--- src/rtl/ip_pkg.sv ---
// ip_pkg: shared types and constants for the IPv4 transmit framer.
//   state_t      framer FSM states
//   L4_*         l4_mode encodings (reserved is handled as none)
//   IP_VERSION   version nibble placed in header word 0
//   MIN_IHL      header length in 32-bit words without options
package ip_pkg;
    typedef enum logic [2:0] {S_IDLE, S_CALC, S_HDR, S_DATA, S_DONE} state_t;
    localparam logic [1:0] L4_NONE = 2'd0;
    localparam logic [1:0] L4_UDP  = 2'd1;
    localparam logic [1:0] L4_TCP  = 2'd2;
    localparam logic [1:0] L4_RSVD = 2'd3;
    localparam logic [3:0] IP_VERSION = 4'd4;
    localparam logic [3:0] MIN_IHL    = 4'd5;
endpackage

--- src/rtl/ip_csum_acc.sv ---
// ip_csum_acc: 16-bit one's-complement (end-around-carry) accumulator.
//   clk, reset  clock, async active-low reset
//   clear       zero the running sum
//   en          fold add32 into the sum this cycle
//   add32       32-bit word, added as two 16-bit halves
//   sum16       registered running sum
module ip_csum_acc (
    input  logic        clk,
    input  logic        reset,
    input  logic        clear,
    input  logic        en,
    input  logic [31:0] add32,
    output logic [15:0] sum16
);
    logic [15:0] r_sum;
    logic [17:0] w_t;
    logic [16:0] w_u;

    // two halves plus the sum can carry twice; fold both carries back in
    assign w_t   = {2'b0, r_sum} + {2'b0, add32[31:16]} + {2'b0, add32[15:0]};
    assign w_u   = {1'b0, w_t[15:0]} + {15'b0, w_t[17:16]};
    assign sum16 = r_sum;

    always_ff @(posedge clk or negedge reset) begin
        if (!reset)
            r_sum <= 16'h0;
        else if (clear)
            r_sum <= 16'h0;
        else if (en)
            r_sum <= w_u[15:0] + {15'b0, w_u[16]};
    end
endmodule

--- src/rtl/ip_tx_framer.sv ---
// ip_tx_framer: builds an IPv4 header (with options and checksum) and frames the payload.
//   clk, reset                    clock, async active-low reset
//   start                         latch all header inputs (IDLE only)
//   tos..opt_data, len_in         header fields, options, payload byte count
//   l4_mode, l4_checksum          optional UDP/TCP checksum patch into the payload
//   in_data/in_valid/in_ready     payload stream in
//   out_data/out_valid/out_ready  framed stream out, out_last on final word
//   len_out, hdr_checksum         total_length and computed header checksum
//   busy, fin                     not-IDLE flag, one-cycle completion pulse
module ip_tx_framer
    import ip_pkg::*;
#(
    parameter int         OPT_MAX     = 10,
    parameter logic [7:0] TTL_DEFAULT = 8'd64
) (
    input  logic                  clk,
    input  logic                  reset,
    input  logic                  start,
    input  logic [7:0]            tos,
    input  logic [7:0]            ttl_in,
    input  logic [7:0]            protocol,
    input  logic [15:0]           identification,
    input  logic [2:0]            flag,
    input  logic [12:0]           frag_offset,
    input  logic [31:0]           src_ip,
    input  logic [31:0]           dest_ip,
    input  logic [3:0]            opt_words,
    input  logic [32*OPT_MAX-1:0] opt_data,
    input  logic [15:0]           len_in,
    input  logic [1:0]            l4_mode,
    input  logic [15:0]           l4_checksum,
    input  logic [31:0]           in_data,
    input  logic                  in_valid,
    output logic                  in_ready,
    output logic [31:0]           out_data,
    output logic                  out_valid,
    input  logic                  out_ready,
    output logic                  out_last,
    output logic [15:0]           len_out,
    output logic [15:0]           hdr_checksum,
    output logic                  busy,
    output logic                  fin
);
    localparam logic [3:0] OPT_MAX4 = 4'(OPT_MAX);

    state_t                r_state, w_next;
    logic [7:0]            r_tos, r_ttl, r_proto;
    logic [15:0]           r_id, r_len, r_l4, r_hdr_csum;
    logic [2:0]            r_flag;
    logic [12:0]           r_frag;
    logic [31:0]           r_src, r_dst, r_out_data;
    logic [32*OPT_MAX-1:0] r_opt;
    logic [3:0]            r_k, r_idx, w_k, w_hlast, w_oi;
    logic [14:0]           r_nwords, r_pidx;
    logic [1:0]            r_mode;
    logic                  r_all, r_out_valid, r_out_last;
    logic                  w_free, w_hs, w_load, w_last;
    logic [15:0]           w_sum, w_csum_fld;
    logic [31:0]           w_hdr, w_pay, w_word;

    assign w_k        = (opt_words > OPT_MAX4) ? OPT_MAX4 : opt_words;
    assign w_hlast    = MIN_IHL - 4'd1 + r_k;
    assign w_oi       = r_idx - MIN_IHL;
    // the checksum field is summed as zero and only filled in once emitting
    assign w_csum_fld = (r_state == S_HDR) ? ~w_sum : 16'h0;
    assign w_hdr = (r_idx == 4'd0) ? {IP_VERSION, MIN_IHL + r_k, r_tos, r_len}
                 : (r_idx == 4'd1) ? {r_id, r_flag, r_frag}
                 : (r_idx == 4'd2) ? {r_ttl, r_proto, w_csum_fld}
                 : (r_idx == 4'd3) ? r_src
                 : (r_idx == 4'd4) ? r_dst
                 : r_opt[{w_oi, 5'd0} +: 32];
    assign w_pay = (r_mode == L4_UDP && r_pidx == 15'd1) ? {in_data[31:16], r_l4}
                 : (r_mode == L4_TCP && r_pidx == 15'd4) ? {r_l4, in_data[15:0]}
                 : in_data;
    assign w_free   = !r_out_valid || out_ready;
    assign w_hs     = r_out_valid && out_ready;
    // r_all blocks further loads (and payload acceptance) once the last word is queued
    assign in_ready = (r_state == S_DATA) && w_free && !r_all;
    assign w_load   = w_free && !r_all && (r_state == S_HDR || (r_state == S_DATA && in_valid));
    assign w_word   = (r_state == S_DATA) ? w_pay : w_hdr;
    assign w_last   = (r_state == S_DATA) ? (r_pidx == r_nwords - 15'd1)
                                          : (r_idx == w_hlast && r_nwords == 15'd0);

    assign out_data     = r_out_data;
    assign out_valid    = r_out_valid;
    assign out_last     = r_out_last;
    assign len_out      = r_len;
    assign hdr_checksum = r_hdr_csum;
    assign busy         = r_state != S_IDLE;
    assign fin          = r_state == S_DONE;

    ip_csum_acc u_acc (
        .clk   (clk),
        .reset (reset),
        .clear (r_state == S_IDLE && start),
        .en    (r_state == S_CALC),
        .add32 (w_hdr),
        .sum16 (w_sum)
    );

    always_comb begin
        w_next = r_state;
        case (r_state)
            S_IDLE: if (start) w_next = S_CALC;
            S_CALC: if (r_idx == w_hlast) w_next = S_HDR;
            S_HDR:  if (r_all && w_hs) w_next = S_DONE;
                    else if (w_load && r_idx == w_hlast && r_nwords != 15'd0) w_next = S_DATA;
            S_DATA: if (r_all && w_hs) w_next = S_DONE;
            default: w_next = S_IDLE;
        endcase
    end

    always_ff @(posedge clk or negedge reset) begin
        if (!reset)
            r_state <= S_IDLE;
        else
            r_state <= w_next;
    end

    always_ff @(posedge clk or negedge reset) begin
        if (!reset) begin
            r_tos <= '0; r_ttl <= '0; r_proto <= '0; r_id <= '0; r_flag <= '0; r_frag <= '0;
            r_src <= '0; r_dst <= '0; r_opt <= '0; r_k <= '0; r_len <= '0; r_nwords <= '0;
            r_mode <= L4_NONE; r_l4 <= '0; r_idx <= '0; r_pidx <= '0; r_all <= 1'b0;
            r_hdr_csum <= '0; r_out_data <= '0; r_out_valid <= 1'b0; r_out_last <= 1'b0;
        end else begin
            if (r_state == S_IDLE && start) begin
                r_tos    <= tos;
                r_ttl    <= (ttl_in == 8'd0) ? TTL_DEFAULT : ttl_in;
                r_proto  <= protocol;
                r_id     <= identification;
                r_flag   <= flag;
                r_frag   <= frag_offset;
                r_src    <= src_ip;
                r_dst    <= dest_ip;
                r_opt    <= opt_data;
                r_k      <= w_k;
                r_len    <= 16'd20 + {10'd0, w_k, 2'b00} + len_in;
                r_nwords <= 15'((17'(len_in) + 17'd3) >> 2);
                r_mode   <= (l4_mode == L4_RSVD) ? L4_NONE : l4_mode;
                r_l4     <= l4_checksum;
                r_idx    <= 4'd0;
                r_pidx   <= 15'd0;
                r_all    <= 1'b0;
            end
            if (r_state == S_CALC)
                r_idx <= (r_idx == w_hlast) ? 4'd0 : r_idx + 4'd1;
            if (r_state == S_HDR)
                r_hdr_csum <= ~w_sum;
            if (w_load) begin
                r_out_data  <= w_word;
                r_out_valid <= 1'b1;
                r_out_last  <= w_last;
                r_all       <= w_last;
                if (r_state == S_HDR)
                    r_idx <= r_idx + 4'd1;
                else
                    r_pidx <= r_pidx + 15'd1;
            end else if (out_ready) begin
                r_out_valid <= 1'b0;
                r_out_last  <= 1'b0;
            end
        end
    end
endmodule
--- config.mk ---
export PLATFORM = sky130hd
export DESIGN_NAME = ip_tx_framer
export DESIGN_NICKNAME = d
export VERILOG_FILES = /design/src/rtl/ip_pkg.sv /design/src/rtl/ip_csum_acc.sv /design/src/rtl/ip_tx_framer.sv
export SDC_FILE = /design/constraint.sdc
export NUM_CORES = 2
export LEC_CHECK = 0
export CORE_UTILIZATION = 57
export DETAILED_ROUTE_END_ITERATION = 10
export HOLD_SLACK_MARGIN = 0.12
export MAX_ROUTING_LAYER = met4
export PLACE_DENSITY = 0.94
export RECOVER_POWER = 50
export SETUP_SLACK_MARGIN = 0.4
export SYNTH_ARGS = -nofsm -noshare
export SYNTH_HDL_FRONTEND = slang
export SYNTH_SLANG_ARGS = --single-unit
--- constraint.sdc ---
create_clock -name clk -period 14.35 [get_ports clk]
set_clock_uncertainty 0.15 [all_clocks]
set_input_delay 3.5875 -clock clk [delete_from_list [all_inputs] [get_ports clk]]
set_output_delay 3.5875 -clock clk [all_outputs]
set_load 0.02 [all_outputs]
==> flow_summary.toml <==
[sta]
setup_viol = 0
post-route-period-util_pct = 80.9
rsz0062_at_grt = "no"
fmax_mhz = 86.1
setup-tns-final_ns = 0
fin_crit_ns = 11.61
drv_slew = 802
hold_viol = 0
tightest_slew_ns = 5.66
relSlewSlack_pct = -277

[clock_network]
path_clk_slew_ns = 0.07
cts_hold_buf = 0
post_cts_buffers = 0
numClockSinks = 582
clkLatencyLatePin_ns = 0.66
htreeDepth = 2
ctsResizeCount = 0
cts_tree = "built"
clk_path_buf_depth = 3
cts-root-buf = "clkbuf_16"
cts_buffers = 60

[job]
cap_violations = 7

[finish]
syn2layout_area_growth_pct = 27.7
finalNetCount = 4516
multiInputGateArea_mm2 = 0.0144
final-seq-area_mm2 = 0.0146
fin_util_pct = 74.0
n_fill_cell = 3374
drive_gt1_share_pct = 5.83
layout.cells.non_filler = 4698
design_area_mm2 = 0.0382

[floorplan]
core_area_mm2 = 0.0516
num_rows = 83
die_x_um = 231
initial_utilization_pct = 58.0
io_pins = 584
die_y_um = 231
dieArea_mm2 = 0.0534

[setup_path]
arrival_ns = 11.99
cp-end-kind = "flip-flop"
reg2reg_to = "u_acc.sum16[15]"
ff2ff_path_depth = 46
crit_cells = 46
critPathKind = "reg2reg"
max_stage_delay_ns = 0.85
crit_fanout = 36
r2r_setup_slack_ns = 2.74
cp_top_family = "compound AO/OA/AOI/OAI gates"
worstSetupStartpointType = "flip-flop"
crit_buf_inv = 3
reg2reg_from = "r_idx[0]"
cpMaxStageDelayCell = "dfrtp_4"
cp.required_ns = 14.73

[outcome]
violations = "capacitance limit, slew limit"
status = "complete, but fails checks"

[drt]
wl_um = 113000
wl_per_cell_um = 24.1
via_per_inst = 6.16
final_antenna_net_count = 0
vias = 28900
drc = 0
drt_pre_antenna_iters = 6
drtIter0Drc = 3720

[yosys]
ys_seq_area_share_pct = 48.7
synth_warnings = 0
yosysUniqueCellTypes = 80
synth_area_mm2 = 0.0299
syn-num-nets = 4053
ys_seq_elements = 582
avgSynthCellArea_um2 = 8.60
synth_edf_count = 0
syn_inst = 3481
synthFlopType = "dfrtp_1"
postSynth.asyncResetShare_pct = 100

[place]
dpl.hpwl_um = 80700
port_buffers = 583
place_area_mm2 = 0.0361
place.gp.congestion = 1.02
dp.cells = 4562

[grt]
grt_overflow = 0
grt_pass1_vias = 28300
antenna_found_initial = 21
grt_pass1_wl_um = 167000
grt_usage_pct = 43.4
grt_max_degree = 244

[min_path]
hold_start = "out_data[20]"
hold-path-endpoint = "out_data[20]"
worst_hold_path_type = "reg2reg"
hold_depth = 2
metrics by stage:
stage	setup slack [ns]	hold slack [ns]
4_1_cts	2.94	0.323
3_3_place_gp	3.33	0.303
2_1_floorplan	4.45	0.290
6_report	2.74	0.322
5_1_grt	1.60	0.340
3_5_place_dp	3.09	0.307
worst max-delay path by stage:
stage	end	slack, ns	startpoint
floorplan	u_acc.sum16[14]	4.45	r_idx[0]
global route	u_acc.sum16[15]	1.60	r_idx[0]
global placement	u_acc.sum16[14]	3.33	r_idx[0]
finish	u_acc.sum16[15]	2.74	r_idx[0]
CTS	u_acc.sum16[15]	2.94	r_idx[0]
detailed placement	u_acc.sum16[14]	3.09	r_idx[0]
routing by layer:
metal | track usage, % | up-vias | routed length [um]
met5 | - | - | 0
met4 | 33.1 | 0 | 10400
met3 | 8.32 | 502 | 10700
met2 | 67.2 | 2023 | 52900
met1 | 50.1 | 13900 | 39100
li1 | - | 12500 | -
worst reg2reg max path: cells and delay by family, from the launching register on:
family | cells | cell delay, ns
mux | 2 | 0.40
buf+inv | 3 | 0.87
compound gates | 20 | 3.90
simple gates | 13 | 2.87
fa+ha+maj | 7 | 2.31
flops | 1 | 0.85
xor+xnor | 1 | 0.14
flip-flops by register name (all words and copies together), names as in the netlist, 2 cells and up:
signal	count
r_opt	320
out_data	32
r_dst	32
r_src	32
hdr_checksum	16
len_out	16
r_id	16
r_l4	16
u_acc.sum16	16
r_nwords	15
r_pidx	15
r_frag	13
r_proto	8
r_tos	8
r_ttl	8
r_idx	4
r_k	4
r_flag	3
r_state	3
r_mode	2
cell type report:
class	instances	area share [%]
timing repair buffer	614	15.9
antenna	23	0.151
sequential	582	38.1
clock buffer	87	4.64
tap	680	2.23
clock inverter	26	0.894
multi-input combinational	2653	37.8
inverter	33	0.324
cell usage in the layout (no fill, tap or decap), types with 14 or more instances in the layout:
cell,instances
a211oi_1,21
a21oi_1,89
and3_1,14
buf_4,25
clkbuf_1,15
clkbuf_16,61
clkbuf_8,15
clkdlybuf4s50_1,513
clkinv_2,14
dfrtp_1,581
diode_2,23
dlygate4sd3_1,69
ha_1,52
inv_1,33
mux2i_1,93
mux4_2,64
nand2_1,1588
nand3_1,51
nor2_1,115
nor3_1,39
o211ai_1,24
o21ai_0,174
o221ai_1,34
o31ai_1,18
xnor2_1,62
xor2_1,36
cell families (layout without fill, tap and decap cells):
| group | Yosys count | count (layout) | share of synthesized area (%) |
|---|---|---|---|
| muxes | 165 | 165 | 8.23 |
| buffers and inverters | 246 | 760 | 3.29 |
| DFF | 582 | 582 | 48.7 |
| adders and majority gates | 57 | 57 | 2.48 |
| AOI/OAI and AO/OA | 434 | 434 | 9.06 |
| and+or+nand+nor | 1896 | 1896 | 25.3 |
| other | 0 | 23 | 0 |
| xor gates and xnor gates | 101 | 101 | 2.98 |
Yosys cell counts (all sizes together), types with 3 or more instances:
master,count,area [um2]
a211o,5,45.0
clkbuf,190,713
nand3b,11,82.6
or4,4,37.5
a21oi,90,454
o211ai,24,180
nand4,11,75.1
nor2,116,435
nand3,51,255
o21ai,176,881
and2,8,52.6
o221ai,34,298
mux2i,93,931
inv,33,124
nand2b,8,52.6
and3,15,95.1
o21a,3,22.5
dfrtp,582,14600
nor2b,5,31.3
a31oi,10,62.6
xnor2,63,559
buf,23,148
o31ai,18,135
xor2,38,333
o21bai,4,30.0
a21o,13,98.9
o311ai,3,43.8
fa,4,80.1
mux4,64,1440
and4,3,26.3
nor3,39,195
nor4,11,68.8
nand2,1590,5970
a211oi,21,158
ha,53,663
or3,6,37.5
mux2,8,90.1
o211a,3,30.0
a311oi,11,96.3
nor3b,4,30.0
Power is left out: the tool's default activity adds up to more than one toggle a clock period on the data nets, which glitch-free logic cannot reach.
